## src/rtl/al4s3b_wb_cmd_master.sv

```systemverilog
// rtl/al4s3b_wb_cmd_master.sv - Wishbone master bridging a command/response handshake to FPGA IP
// One transfer at a time: IDLE accepts, BUS runs the Wishbone cycle with a timeout, RESP holds the result.
module al4s3b_wb_cmd_master #(
   parameter int unsigned TIMEOUT_CYCLES     = 15,
   parameter logic [31:0] TIMEOUT_READ_VALUE = 32'hBAD_FAB_AC
) (
   input  logic        WB_CLK,
   input  logic        WB_RST,
   input  logic        cmd_valid,
   output logic        cmd_ready,
   input  logic        cmd_we,
   input  logic [16:0] cmd_adr,
   input  logic [3:0]  cmd_byte_stb,
   input  logic [31:0] cmd_wdat,
   output logic        rsp_valid,
   input  logic        rsp_ready,
   output logic [31:0] rsp_rdat,
   output logic        rsp_err,
   output logic [16:0] WBs_ADR,
   output logic        WBs_CYC,
   output logic [3:0]  WBs_BYTE_STB,
   output logic        WBs_WE,
   output logic        WBs_RD,
   output logic        WBs_STB,
   output logic [31:0] WBs_WR_DAT,
   input  logic [31:0] WBs_RD_DAT,
   input  logic        WBs_ACK,
   output logic [7:0]  err_cnt
);

   localparam logic [7:0] LP_TMO_LAST = 8'(TIMEOUT_CYCLES - 1);

   typedef enum logic [1:0] {S_IDLE, S_BUS, S_RESP} state_t;

   state_t      r_state;
   logic        r_cmd_ready;
   logic        r_rsp_valid;
   logic [31:0] r_rsp_rdat;
   logic        r_rsp_err;
   logic [16:0] r_adr;
   logic [3:0]  r_byte_stb;
   logic [31:0] r_wr_dat;
   logic        r_we;
   logic        r_cyc;
   logic        r_wb_we;
   logic        r_wb_rd;
   logic [7:0]  r_tmo_cnt;
   logic [7:0]  r_err_cnt;

   always_ff @(posedge WB_CLK) begin
      if (WB_RST) begin
         r_state     <= S_IDLE;
         r_cmd_ready <= 1'b1;
         r_rsp_valid <= 1'b0;
         r_rsp_rdat  <= 32'h0;
         r_rsp_err   <= 1'b0;
         r_adr       <= 17'h0;
         r_byte_stb  <= 4'h0;
         r_wr_dat    <= 32'h0;
         r_we        <= 1'b0;
         r_cyc       <= 1'b0;
         r_wb_we     <= 1'b0;
         r_wb_rd     <= 1'b0;
         r_tmo_cnt   <= 8'h0;
         r_err_cnt   <= 8'h0;
      end else begin
         case (r_state)
            S_IDLE: begin
               if (cmd_valid) begin
                  r_adr       <= cmd_adr;
                  r_byte_stb  <= cmd_byte_stb;
                  r_wr_dat    <= cmd_wdat;
                  r_we        <= cmd_we;
                  r_cyc       <= 1'b1;
                  r_wb_we     <= cmd_we;
                  r_wb_rd     <= ~cmd_we;
                  r_tmo_cnt   <= 8'h0;
                  r_cmd_ready <= 1'b0;
                  r_state     <= S_BUS;
               end
            end
            S_BUS: begin
               // An ACK on the last allowed cycle wins over the timeout.
               if (WBs_ACK) begin
                  r_rsp_rdat  <= r_we ? 32'h0 : WBs_RD_DAT;
                  r_rsp_err   <= 1'b0;
                  r_rsp_valid <= 1'b1;
                  r_cyc       <= 1'b0;
                  r_wb_we     <= 1'b0;
                  r_wb_rd     <= 1'b0;
                  r_state     <= S_RESP;
               end else if (r_tmo_cnt == LP_TMO_LAST) begin
                  r_rsp_rdat  <= r_we ? 32'h0 : TIMEOUT_READ_VALUE;
                  r_rsp_err   <= 1'b1;
                  r_rsp_valid <= 1'b1;
                  r_cyc       <= 1'b0;
                  r_wb_we     <= 1'b0;
                  r_wb_rd     <= 1'b0;
                  if (r_err_cnt != 8'hFF)
                     r_err_cnt <= r_err_cnt + 8'd1;
                  r_state     <= S_RESP;
               end else begin
                  r_tmo_cnt <= r_tmo_cnt + 8'd1;
               end
            end
            S_RESP: begin
               if (rsp_ready) begin
                  r_rsp_valid <= 1'b0;
                  r_cmd_ready <= 1'b1;
                  r_state     <= S_IDLE;
               end
            end
            default: begin
               r_state     <= S_IDLE;
               r_cmd_ready <= 1'b1;
               r_rsp_valid <= 1'b0;
               r_cyc       <= 1'b0;
               r_wb_we     <= 1'b0;
               r_wb_rd     <= 1'b0;
            end
         endcase
      end
   end

   assign cmd_ready    = r_cmd_ready;
   assign rsp_valid    = r_rsp_valid;
   assign rsp_rdat     = r_rsp_rdat;
   assign rsp_err      = r_rsp_err;
   assign WBs_ADR      = r_adr;
   assign WBs_BYTE_STB = r_byte_stb;
   assign WBs_WR_DAT   = r_wr_dat;
   assign WBs_CYC      = r_cyc;
   assign WBs_STB      = r_cyc;
   assign WBs_WE       = r_wb_we;
   assign WBs_RD       = r_wb_rd;
   assign err_cnt      = r_err_cnt;

endmodule

```

## config.mk

```make
export PLATFORM = sky130hd
export DESIGN_NAME = al4s3b_wb_cmd_master
export DESIGN_NICKNAME = d
export VERILOG_FILES = /design/src/rtl/al4s3b_wb_cmd_master.sv
export SDC_FILE = /design/constraint.sdc
export NUM_CORES = 1
export LEC_CHECK = 0
export ABC_AREA = 1
export CORE_ASPECT_RATIO = 0.8
export CORE_MARGIN = 2
export CORE_UTILIZATION = 45
export CTS_CLUSTER_DIAMETER = 30
export DETAILED_ROUTE_END_ITERATION = 16
export PLACE_DENSITY = 0.82
export SYNTH_ARGS = -nofsm -noshare
export SYNTH_HDL_FRONTEND = slang
export SYNTH_SLANG_ARGS = --single-unit
```

## constraint.sdc

```tcl
create_clock -name WB_CLK -period 4.43 [get_ports WB_CLK]
set_input_delay 0.886 -clock WB_CLK [delete_from_list [all_inputs] [get_ports WB_CLK]]
set_output_delay 0.886 -clock WB_CLK [all_outputs]
set_load 0.02 [all_outputs]
```

* Word level (Yosys, flattened, before mapping)
Index checks and enable logic that the tools add are counted.
Operators by class: equal/unequal tests 9, bitwise gates (word level) 5, add/subtract/negate cells 2, reduce and logical (&&, ||, !) cells 11, multiplexer cells 29
Operators with widths (number):
- 32-bit two-way mux | 4
- 8-bit two-way mux | 3
- 8-bit by 1-bit adder with 8-bit output (second input constant) | 2
- 8-bit case mux with 2 select lines | 1
- 1-bit case mux with 3 select lines | 5
- 3-bit AND reduction | 4
- 1-bit two-way mux | 11
- 8-bit by 4-bit equality test with 1-bit output (second input constant) | 1
- 2-bit two-way mux | 4
- 2-bit inequality test (second input constant) | 4
- 8-bit inequality test (second input constant) | 1
- 4-bit AND reduction | 2
- 2-bit case mux with 3 select lines | 1
- 1-bit inverter | 5
- 2-bit AND reduction | 2
- 2-bit nonzero test | 2
- 3-bit inequality test (second input constant) | 1
- 2-bit by 1-bit equality test with 1-bit output (second input constant) | 1
- 2-bit equality test (second input constant) | 1
- 2-bit logical NOT | 1
Word-level totals: logic and storage cells 70, flip-flop bits (word level) 110, output and inout bits 100, bits of input ports 91

* Logic depth before layout (Yosys ltp)
Gate-level depths: netlist (run 1).
depth after elaboration 4, mapped depth 10, mapped depth without buffers 9

* Least setup slack after synthesis (run 1)
Ideal clock, no wire load.
path kind input to register, start in WBs_ACK, end reg r_err_cnt[2], in the netlist err_cnt[2], required time 4.315 ns, arrival time 1.479 ns, setup slack 2.836 ns, buffers on the path 0, library setup time 0.115 ns, stages on the path 6, cell sequence nor2_4 > nand2_1 > nor2_4 > nand3_1 > nand2_1 > nor2_1
On the way: longest elaborated chain between the ends 2
RTL lines:
- start: declaration | line 27 | input logic WBs_ACK,
- 1-bit inverter (no line)
- 4-bit AND reduction (no line)
- end signal: assignment | line 100 | r_err_cnt <= r_err_cnt + 8'd1;
- end: declaration | line 48 | logic [7:0] r_err_cnt;
No other way between the ends. A chain may end at the register's enable or synchronous reset.

* Final worst setup path (run 1)
start in cmd_valid, end reg r_wb_we, in the netlist WBs_WE
On the way: longest elaborated chain between the ends 2
RTL lines:
- start: declaration | line 9 | input logic cmd_valid,
- 2-bit inequality test (no line)
- 3-bit AND reduction (no line)
- end signal: assignment | line 75 | r_wb_we <= cmd_we;
- end: declaration | line 45 | logic r_wb_we;
No other way between the ends.

==> summary.txt, run 1 <==
Status
  – Outcome: finished, final reports clean

Critical path
  – Slowest-stage cell, CP: inv_2
  – Instance count on the critical path: 6
  – CP peak stage delay: 700 ps
  – Worst EP required: 4700 ps
  – Cell Chain, Critical Path: clkdlybuf4s50_1 -> nand2_2 -> buf_4 -> inv_2 -> nand2_1 -> a21oi_1
  – Crit end category: register
  – CP Launch Type: input pin
  – Worst endpoint data arrival time: 2820 ps
  – Worst Reg-to-Reg Cells: 6
  – Critical path class: in -> reg
  – CP max FO: 60
  – Buf/Inv on CP: 3
  – Cell family with most CP delay: buffers and inverters

STA
  – Worst Hold Slack: 461.6 ps
  – Slew HR: 0.2684
  – RSZ-0062 raised after global routing: no
  – Worst Slack Setup Final: 1886 ps
  – Fin Setup TNS: 0 ps
  – Final Hold Viols: 0
  – Tcrit/Tclk final: 0.5742
  – Final setup viols: 0
  – Min Tclk post-route: 2544 ps
  – Least-Margin Pin Slew: 1096 ps
  – Max-slew violations: 0
  – Worst clock skew: 10.48 ps
  – F_max: 0.3931 GHz

Global route
  – Gr ovfl total: 0
  – Largest net degree at the start of global routing: 81
  – Initial antenna violation count: 0
  – Total track usage: 0.2327
  – First-pass GRT wire length: 19890 um
  – Vias in the first global route: 4188

Logic synthesis
  – Post-Syn Instances: 597
  – Synthesized flop and latch total: 110
  – Top FF cell, synth: dfxtp_1
  – Asr flop ratio synth: 0
  – Post-synthesis sequential area ratio: 0.5016
  – Ys Warns: 0
  – Distinct cell type count after synthesis: 26
  – Post-synth EDFFs: 0
  – Synthesized area: 4390 um2
  – Avg Inst Size Synth: 7.354 um2
  – Post-synthesis net count: 691

Power
  – Flop pwr share: 0.469
  – Total Power: 2.332 mW
  – Static Leak: 2.568 nW
  – Maximum VDD drop: 0.0002344 V
  – Clock Power Share: 0.334
  – Logic gate share of total power: 0.198
  – Psw: 0.6463 mW
  – Power density over cell area: 354.9 nW/um2
  – Net Sw Frac: 0.2771
  – Internal Pwr Total: 1.686 mW

Run
  – Max Cap Viol: 0

CTS
  – Postcts setup bufs: 0
  – Root Buffer: clkbuf_16
  – Max Root-Sink Buffers: 2
  – Hold buffers post-CTS: 0
  – Sink Count: 110
  – CTS tree: built
  – H-tree Lvls: 3
  – TritonCTS buffer count: 9
  – Resized Gates After CTS: 0
  – Worst-path clk slew: 80 ps
  – Worst-Skew Late Latency: 350 ps

Floorplan
  – Starting Density: 0.4588
  – Die Y: 92.35 um
  – Num ports: 191
  – Die footprint: 10570 um2
  – Placeable Area: 9569 um2
  – Die Span X: 114.4 um
  – Std cell rows: 32

Final layout
  – N_diodes: 0
  – Nets@finish: 861
  – Most common cell after layout, fill and taps aside: nor2_1
  – Layout area overhead: 49.67%
  – Most frequent cells in the layout: 211 x nor2_1, 190 x clkdlybuf4s50_1, 110 x dfxtp_1
  – Layout cells sized above 1: 0.04534
  – Fill cell count: 785
  – Final Util: 0.6867

Detailed routing
  – Routed vias: 4413
  – Vias/cell: 4.953
  – Antenna-violating nets left: 0
  – Drt pass-1 iters: 4
  – Routed WL: 12190 um
  – DRT iter0 DRCs: 332
  – Drt drc: 0
  – WL/cell: 13.69 um

Worst hold path
  – WHS Path Cells: 2
  – Hold Path Class: reg -> reg

Placement
  – Setup WS pre-CTS: 1522 ps
  – Gpl congestion: 0.8248
  – IO Port Bufs: 190
  – Dpl hpwl: 8666 um
sequential cells by signal, summed over array words and instances (netlist names), 2 cells and up:
signal,count
WBs_ADR,17
WBs_BYTE_STB,4
WBs_WR_DAT,32
err_cnt,8
r_state,2
r_tmo_cnt,8
rsp_rdat,32
tightest hold or removal path, cell delays in order (launching register included):
cell,delay (ps)
dfxtp_1,310
nand2_1,60
a21oi_1,50
worst paths after layout:
check	start	to	slack [ps]
worst min register to register	rsp_rdat[10]	rsp_rdat[10]	460
worst min-delay path	rsp_rdat[10]	rsp_rdat[10]	460
worst max register to register	r_state[0]	WBs_WE	2380
worst max-delay path	cmd_valid	WBs_WE	1890
final cells by class:
type / count / area (um2) / share of cell area
repair buffers: 192 / 1917 / 0.2917
flip-flops and latches: 110 / 2202 / 0.3351
multi-input cells: 432 / 1924 / 0.2928
inverters: 22 / 85.08 / 0.01295
well taps: 119 / 148.9 / 0.02266
clock buffers: 10 / 239.0 / 0.03637
clock inverters: 6 / 55.05 / 0.008378
synth_stat cells, types with 3 or more instances:
master / n / area share
dfxtp_1: 110 / 0.50
buf_6: 5 / 0.013
nand2_1: 70 / 0.060
inv_1: 19 / 0.016
nand2_4: 3 / 0.0077
clkbuf_1: 18 / 0.015
a21oi_1: 32 / 0.036
nand3_1: 16 / 0.018
o21ai_0: 76 / 0.087
nor2_4: 3 / 0.0077
xor2_1: 4 / 0.0080
buf_2: 8 / 0.0091
ha_1: 3 / 0.0086
nor2_1: 211 / 0.18
through the flow:
step	cells	cell area, um2
after floorplan	597	4390
after global placement	875	6277
after detailed placement	875	6277
after CTS	891	6571
after global routing	891	6571
final	891	6571
layer usage:
layer  GRT usage  wire, um  vias to the layer above
li1            -         -                     2235
met1      0.2875      5314                     2008
met2      0.3826      5725                      151
met3     0.07461       942                       19
met4     0.08028       211                        0
met5           0         0                        -
power by group through the flow:
| stage | logic (mW) | clock network, mW | registers [mW] |
|---|---|---|---|
| finish | 0.461 | 0.778 | 1.09 |
| global route | 0.501 | 0.842 | 1.10 |
| CTS | 0.464 | 0.796 | 1.09 |
| detailed placement | 0.462 | 0 | 1.12 |
| global placement | 0.454 | 0 | 1.11 |
| floorplan | 0.155 | 0 | 1.19 |
cell families (layout without fill, tap and decap cells):
family | count (synthesis) | after routing | share of synthesized area
AO/OA/AOI/OAI | 111 | 111 | 0.1308
XOR/XNOR | 5 | 5 | 0.009974
adder cells (fa/ha/maj) | 3 | 3 | 0.008550
buffers and inverters | 55 | 230 | 0.06013
flip-flops | 110 | 110 | 0.5016
AND/OR/NAND/NOR | 313 | 313 | 0.2890
Note: power is estimated with default switching activity, not from simulation.
==> inputs of run 2 (changes only) <==
--- a/config.mk
+++ b/config.mk
@@ -8,10 +8,10 @@
 export ABC_AREA = 1
 export CORE_ASPECT_RATIO = 0.8
 export CORE_MARGIN = 2
-export CORE_UTILIZATION = 45
+export CORE_UTILIZATION = 42
 export CTS_CLUSTER_DIAMETER = 30
 export DETAILED_ROUTE_END_ITERATION = 16
-export PLACE_DENSITY = 0.82
+export PLACE_DENSITY = 0.77
 export SYNTH_ARGS = -nofsm -noshare
 export SYNTH_HDL_FRONTEND = slang
 export SYNTH_SLANG_ARGS = --single-unit
==> constraint.sdc (replaced) <==
create_clock -name WB_CLK -period 2.52 [get_ports WB_CLK]
set_input_delay 0.504 -clock WB_CLK [delete_from_list [all_inputs] [get_ports WB_CLK]]
set_output_delay 0.504 -clock WB_CLK [all_outputs]
set_load 0.02 [all_outputs]
==> summary.txt, run 2 (synthesized netlist as in run 1, its figures left out) <==
Critical path
  – Worst Reg-to-Reg Cells: 9
  – Buf/Inv on CP: 1
  – CP peak stage delay: 650 ps
  – Instance count on the critical path: 1
  – Worst EP required: 2020 ps
  – Crit end category: output pin
  – Slowest-stage cell, CP: clkdlybuf4s50_1
  – Cell family with most CP delay: buffers and inverters
  – CP Launch Type: register
  – Worst endpoint data arrival time: 1460 ps
  – Cell Chain, Critical Path: clkdlybuf4s50_1
  – Critical path class: reg -> out
  – CP max FO: 6

Detailed routing
  – Routed vias: 4462
  – DRT iter0 DRCs: 333
  – Vias/cell: 4.877
  – WL/cell: 13.78 um
  – Antenna-violating nets left: 0
  – Routed WL: 12610 um
  – Drt drc: 0
  – Drt pass-1 iters: 4

STA
  – Worst clock skew: 6.148 ps
  – Final setup viols: 0
  – Min Tclk post-route: 1961 ps
  – Max-slew violations: 0
  – Worst Hold Slack: 464.2 ps
  – Least-Margin Pin Slew: 632.1 ps
  – RSZ-0062 raised after global routing: no
  – Tcrit/Tclk final: 0.7783
  – Slew HR: 0.5781
  – F_max: 0.5098 GHz
  – Fin Setup TNS: 0 ps
  – Final Hold Viols: 0

Floorplan
  – Num ports: 191
  – Starting Density: 0.4305
  – Die Y: 95.45 um
  – Die Span X: 118.3 um
  – Placeable Area: 10200 um2
  – Std cell rows: 33
  – Die footprint: 11290 um2

Final layout
  – Most frequent cells in the layout: 211 x nor2_1, 190 x clkdlybuf4s50_1, 110 x dfxtp_1
  – N_diodes: 0
  – Nets@finish: 865
  – Most common cell after layout, fill and taps aside: nor2_1
  – Final Non-Filler Cells: 915
  – Layout area overhead: 52.09%
  – Final Cell Area: 6678 um2
  – Layout cells sized above 1: 0.04903

CTS
  – Sink Count: 110
  – Max Root-Sink Buffers: 2
  – TritonCTS buffer count: 9
  – Worst-path clk slew: 70 ps
  – CTS tree: built
  – H-tree Lvls: 3
  – Resized Gates After CTS: 0
  – Root Buffer: clkbuf_16
  – Postcts setup bufs: 0
  – Hold buffers post-CTS: 0
  – Worst-Skew Late Latency: 340 ps

Placement
  – Gpl congestion: 0.8581
  – Dpl hpwl: 9137 um
  – Cell total after placement: 900
  – IO Port Bufs: 190
  – Post-DP Area: 6359 um2

Global route
  – Initial antenna violation count: 0
  – First-pass GRT wire length: 20110 um
  – Gr ovfl total: 0
  – Vias in the first global route: 4178
  – Largest net degree at the start of global routing: 55
  – Total track usage: 0.2200

Run
  – Max Cap Viol: 0

Worst hold path
  – WHS Path Cells: 2
  – Hold Path Class: reg -> reg

Power
  – Power density over cell area: 638.9 nW/um2
  – Maximum VDD drop: 0.0004495 V
  – Total Power: 4.266 mW
  – Static Leak: 2.607 nW

Status
  – Outcome: finished, final reports clean
## run 2: cell types whose count changed in the layout (fill, tap and decap cells not counted), sizes merged
| cell | delta |
|---|---|
| buf | +4 |
| clkinv | -2 |
| bufinv | +2 |
| clkbuf | -1 |
## run 2: final timing paths
kind,start,to,slack (ps)
setup / recovery,err_cnt[6],err_cnt[6],560
hold / removal,rsp_rdat[0],rsp_rdat[0],460
setup reg to reg,r_tmo_cnt[0],rsp_err,820
hold reg to reg,rsp_rdat[0],rsp_rdat[0],460
## run 2: worst min-delay path, cell delays in order, from the launching register on
cell	delay [ps]
dfxtp_1	310
nand2_1	60
a21oi_1	50
## run 2: power by group
group          switching (mW)  internal (mW)  total [mW]  leakage, nW
Sequential             0.0673           1.85        1.92        0.903
Combinational           0.421          0.405       0.827         1.55
Clock                   0.644          0.875        1.52        0.153
## run 2: stage by stage
step	setup slack (ps)	utilization
2_1_floorplan	1064	-
3_3_place_gp	600.6	0.6235
6_report	558.6	0.6548
5_1_grt	514.1	0.6548
4_1_cts	556.6	0.6548
3_5_place_dp	507.6	0.6235
## run 2: final cells by class
| type | instances | area, um2 |
|---|---|---|
| clock buffer | 9 | 225.2 |
| clock inverter | 6 | 93.84 |
| fill | 865 | 3521 |
| inverter | 22 | 85.08 |
| multi-input combinational | 432 | 1924 |
| sequential | 110 | 2202 |
| tap | 140 | 175.2 |
| timing repair buffer | 196 | 1972 |
## run 2: routing by layer
metal,vias to the layer above,wire [um],global-route usage
met5,-,0,0
met3,19,1058,0.07237
met4,0,204,0.06225
met1,2039,5405,0.2653
li1,2246,-,-
met2,158,5939,0.3791
==> inputs of run 3 (changes only) <==
==> constraint.sdc (replaced) <==
create_clock -name WB_CLK -period 1.9 [get_ports WB_CLK]
set_input_delay 0.38 -clock WB_CLK [delete_from_list [all_inputs] [get_ports WB_CLK]]
set_output_delay 0.38 -clock WB_CLK [all_outputs]
set_load 0.02 [all_outputs]
==> summary.txt, run 3 (synthesized netlist as in run 1, its figures left out) <==
Power
  – Static Leak: 2.650 nW
  – Power density over cell area: 840.5 nW/um2
  – Maximum VDD drop: 0.0004273 V

Critical path
  – Crit end category: output pin
  – CP Launch Type: register
  – Worst endpoint data arrival time: 1450 ps
  – Slowest-stage cell, CP: clkdlybuf4s50_1
  – Cell Chain, Critical Path: clkdlybuf4s50_1
  – Critical Path Start: err_cnt[6]
  – Worst EP required: 1520 ps
  – Buf/Inv on CP: 1
  – Critical path class: reg -> out
  – Cell family with most CP delay: buffers and inverters
  – Worst R2R Start: r_tmo_cnt[0]
  – CP peak stage delay: 660 ps
  – CP max FO: 6

STA
  – Worst clock skew: 7.289 ps
  – Max-slew violations: 0
  – Final Hold Viols: 0
  – Tcrit/Tclk final: 0.9625
  – Final setup viols: 0
  – Least-Margin Pin Slew: 442.0 ps
  – RSZ-0062 raised after global routing: no
  – Min Tclk post-route: 1829 ps
  – Fin Setup TNS: 0 ps
  – Slew HR: 0.7049
  – F_max: 0.5468 GHz

Status
  – Outcome: finished, final reports clean

CTS
  – Resized Gates After CTS: 0
  – Sink Count: 110
  – H-tree Lvls: 3
  – Worst-path clk slew: 70 ps
  – Max Root-Sink Buffers: 2
  – Postcts setup bufs: 0
  – Root Buffer: clkbuf_16
  – CTS tree: built
  – Hold buffers post-CTS: 0
  – TritonCTS buffer count: 9
  – Worst-Skew Late Latency: 340 ps

Floorplan
  – Placeable Area: 10200 um2
  – Num ports: 191
  – Die Span X: 118.3 um
  – Starting Density: 0.4305
  – Die Y: 95.45 um
  – Die footprint: 11290 um2
  – Std cell rows: 33

Final layout
  – Final Util: 0.6623
  – Most common cell after layout, fill and taps aside: nor2_1
  – Nets@finish: 870
  – Layout cells sized above 1: 0.05513
  – Most frequent cells in the layout: 211 x nor2_1, 190 x clkdlybuf4s50_1, 110 x dfxtp_1
  – Layout area overhead: 53.83%
  – N_diodes: 0

Detailed routing
  – Drt drc: 0
  – Antenna-violating nets left: 0
  – Vias/cell: 4.858
  – Routed WL: 12790 um
  – WL/cell: 13.90 um
  – Routed vias: 4469
  – Drt pass-1 iters: 5
  – DRT iter0 DRCs: 322

Global route
  – First-pass GRT wire length: 20440 um
  – Initial antenna violation count: 0
  – Met2 GRT Util: 0.3801
  – Met1 usage: 0.2836
  – Gr ovfl total: 0
  – Met3 Usage GRT: 0.07955
  – Largest net degree at the start of global routing: 55
  – Total track usage: 0.2247
  – Vias in the first global route: 4164
  – Gr busiest metal: met2

Placement
  – Gpl congestion: 0.8608
  – IO Port Bufs: 190
  – Dpl hpwl: 9097 um

Worst hold path
  – Hold_sp: rsp_rdat[26]
  – Hold Path Class: reg -> reg

Run
  – Max Cap Viol: 0
run 3: cell count changes in the layout (fill, tap and decap cells not counted), sizes merged:
cell,change
buf,+5
clkinv,+2
clkinvlp,-1
inv,-1
run 3: worst paths after layout:
kind / endpoint / depth (start not counted) / slack (ps)
worst max-delay path: err_cnt[6] / 1 / 70
worst min-delay path: rsp_rdat[26] / 2 / 460
worst max register to register: rsp_rdat[17] / 9 / 260
worst min register to register: rsp_rdat[26] / 2 / 460
run 3: where the power goes:
| part | switching, mW | leakage (nW) | internal, mW |
|---|---|---|---|
| sequential | 0.0836 | 0.903 | 2.46 |
| clock | 0.847 | 0.156 | 1.16 |
| combinational | 0.570 | 1.59 | 0.557 |
run 3: through the flow:
step,instance area (um2),setup slack (ps),std cells,hold WS [ps],power [mW]
after floorplan,4390,444.4,597,461.0,3.128
after global placement,6434,215.4,905,447.8,3.696
after detailed placement,6434,176.9,905,454.3,3.722
after CTS,6754,58.65,920,465.2,5.727
after global routing,6754,28.72,920,475.9,5.932
final,6754,71.30,920,463.2,5.677
run 3: area by class of cell:
| class | count | area [um2] |
|---|---|---|
| clock inverters | 6 | 95.09 |
| multi-input cells | 432 | 1924 |
| repair buffers | 201 | 2047 |
| clock buffers | 9 | 225.2 |
| fillers | 854 | 3445 |
| well taps | 140 | 175.2 |
| inverters | 22 | 85.08 |
| flip-flops and latches | 110 | 2202 |
run 3: metal layers:
metal	part of all wire	vias up	wire length [um]
li1	-	2254	-
met3	0.089	8	1137
met1	0.44	2052	5638
met5	0	-	0
met4	0.0045	0	57
met2	0.47	155	5958
run 3: worst reg2reg max path: cells and delay by family, from the launching register on:
family                     cells  cell delay [ps]
adders and majority gates      1              220
and+or+nand+nor                5              400
AOI/OAI and AO/OA              1              230
DFF                            1              400
buffers and inverters          2              280
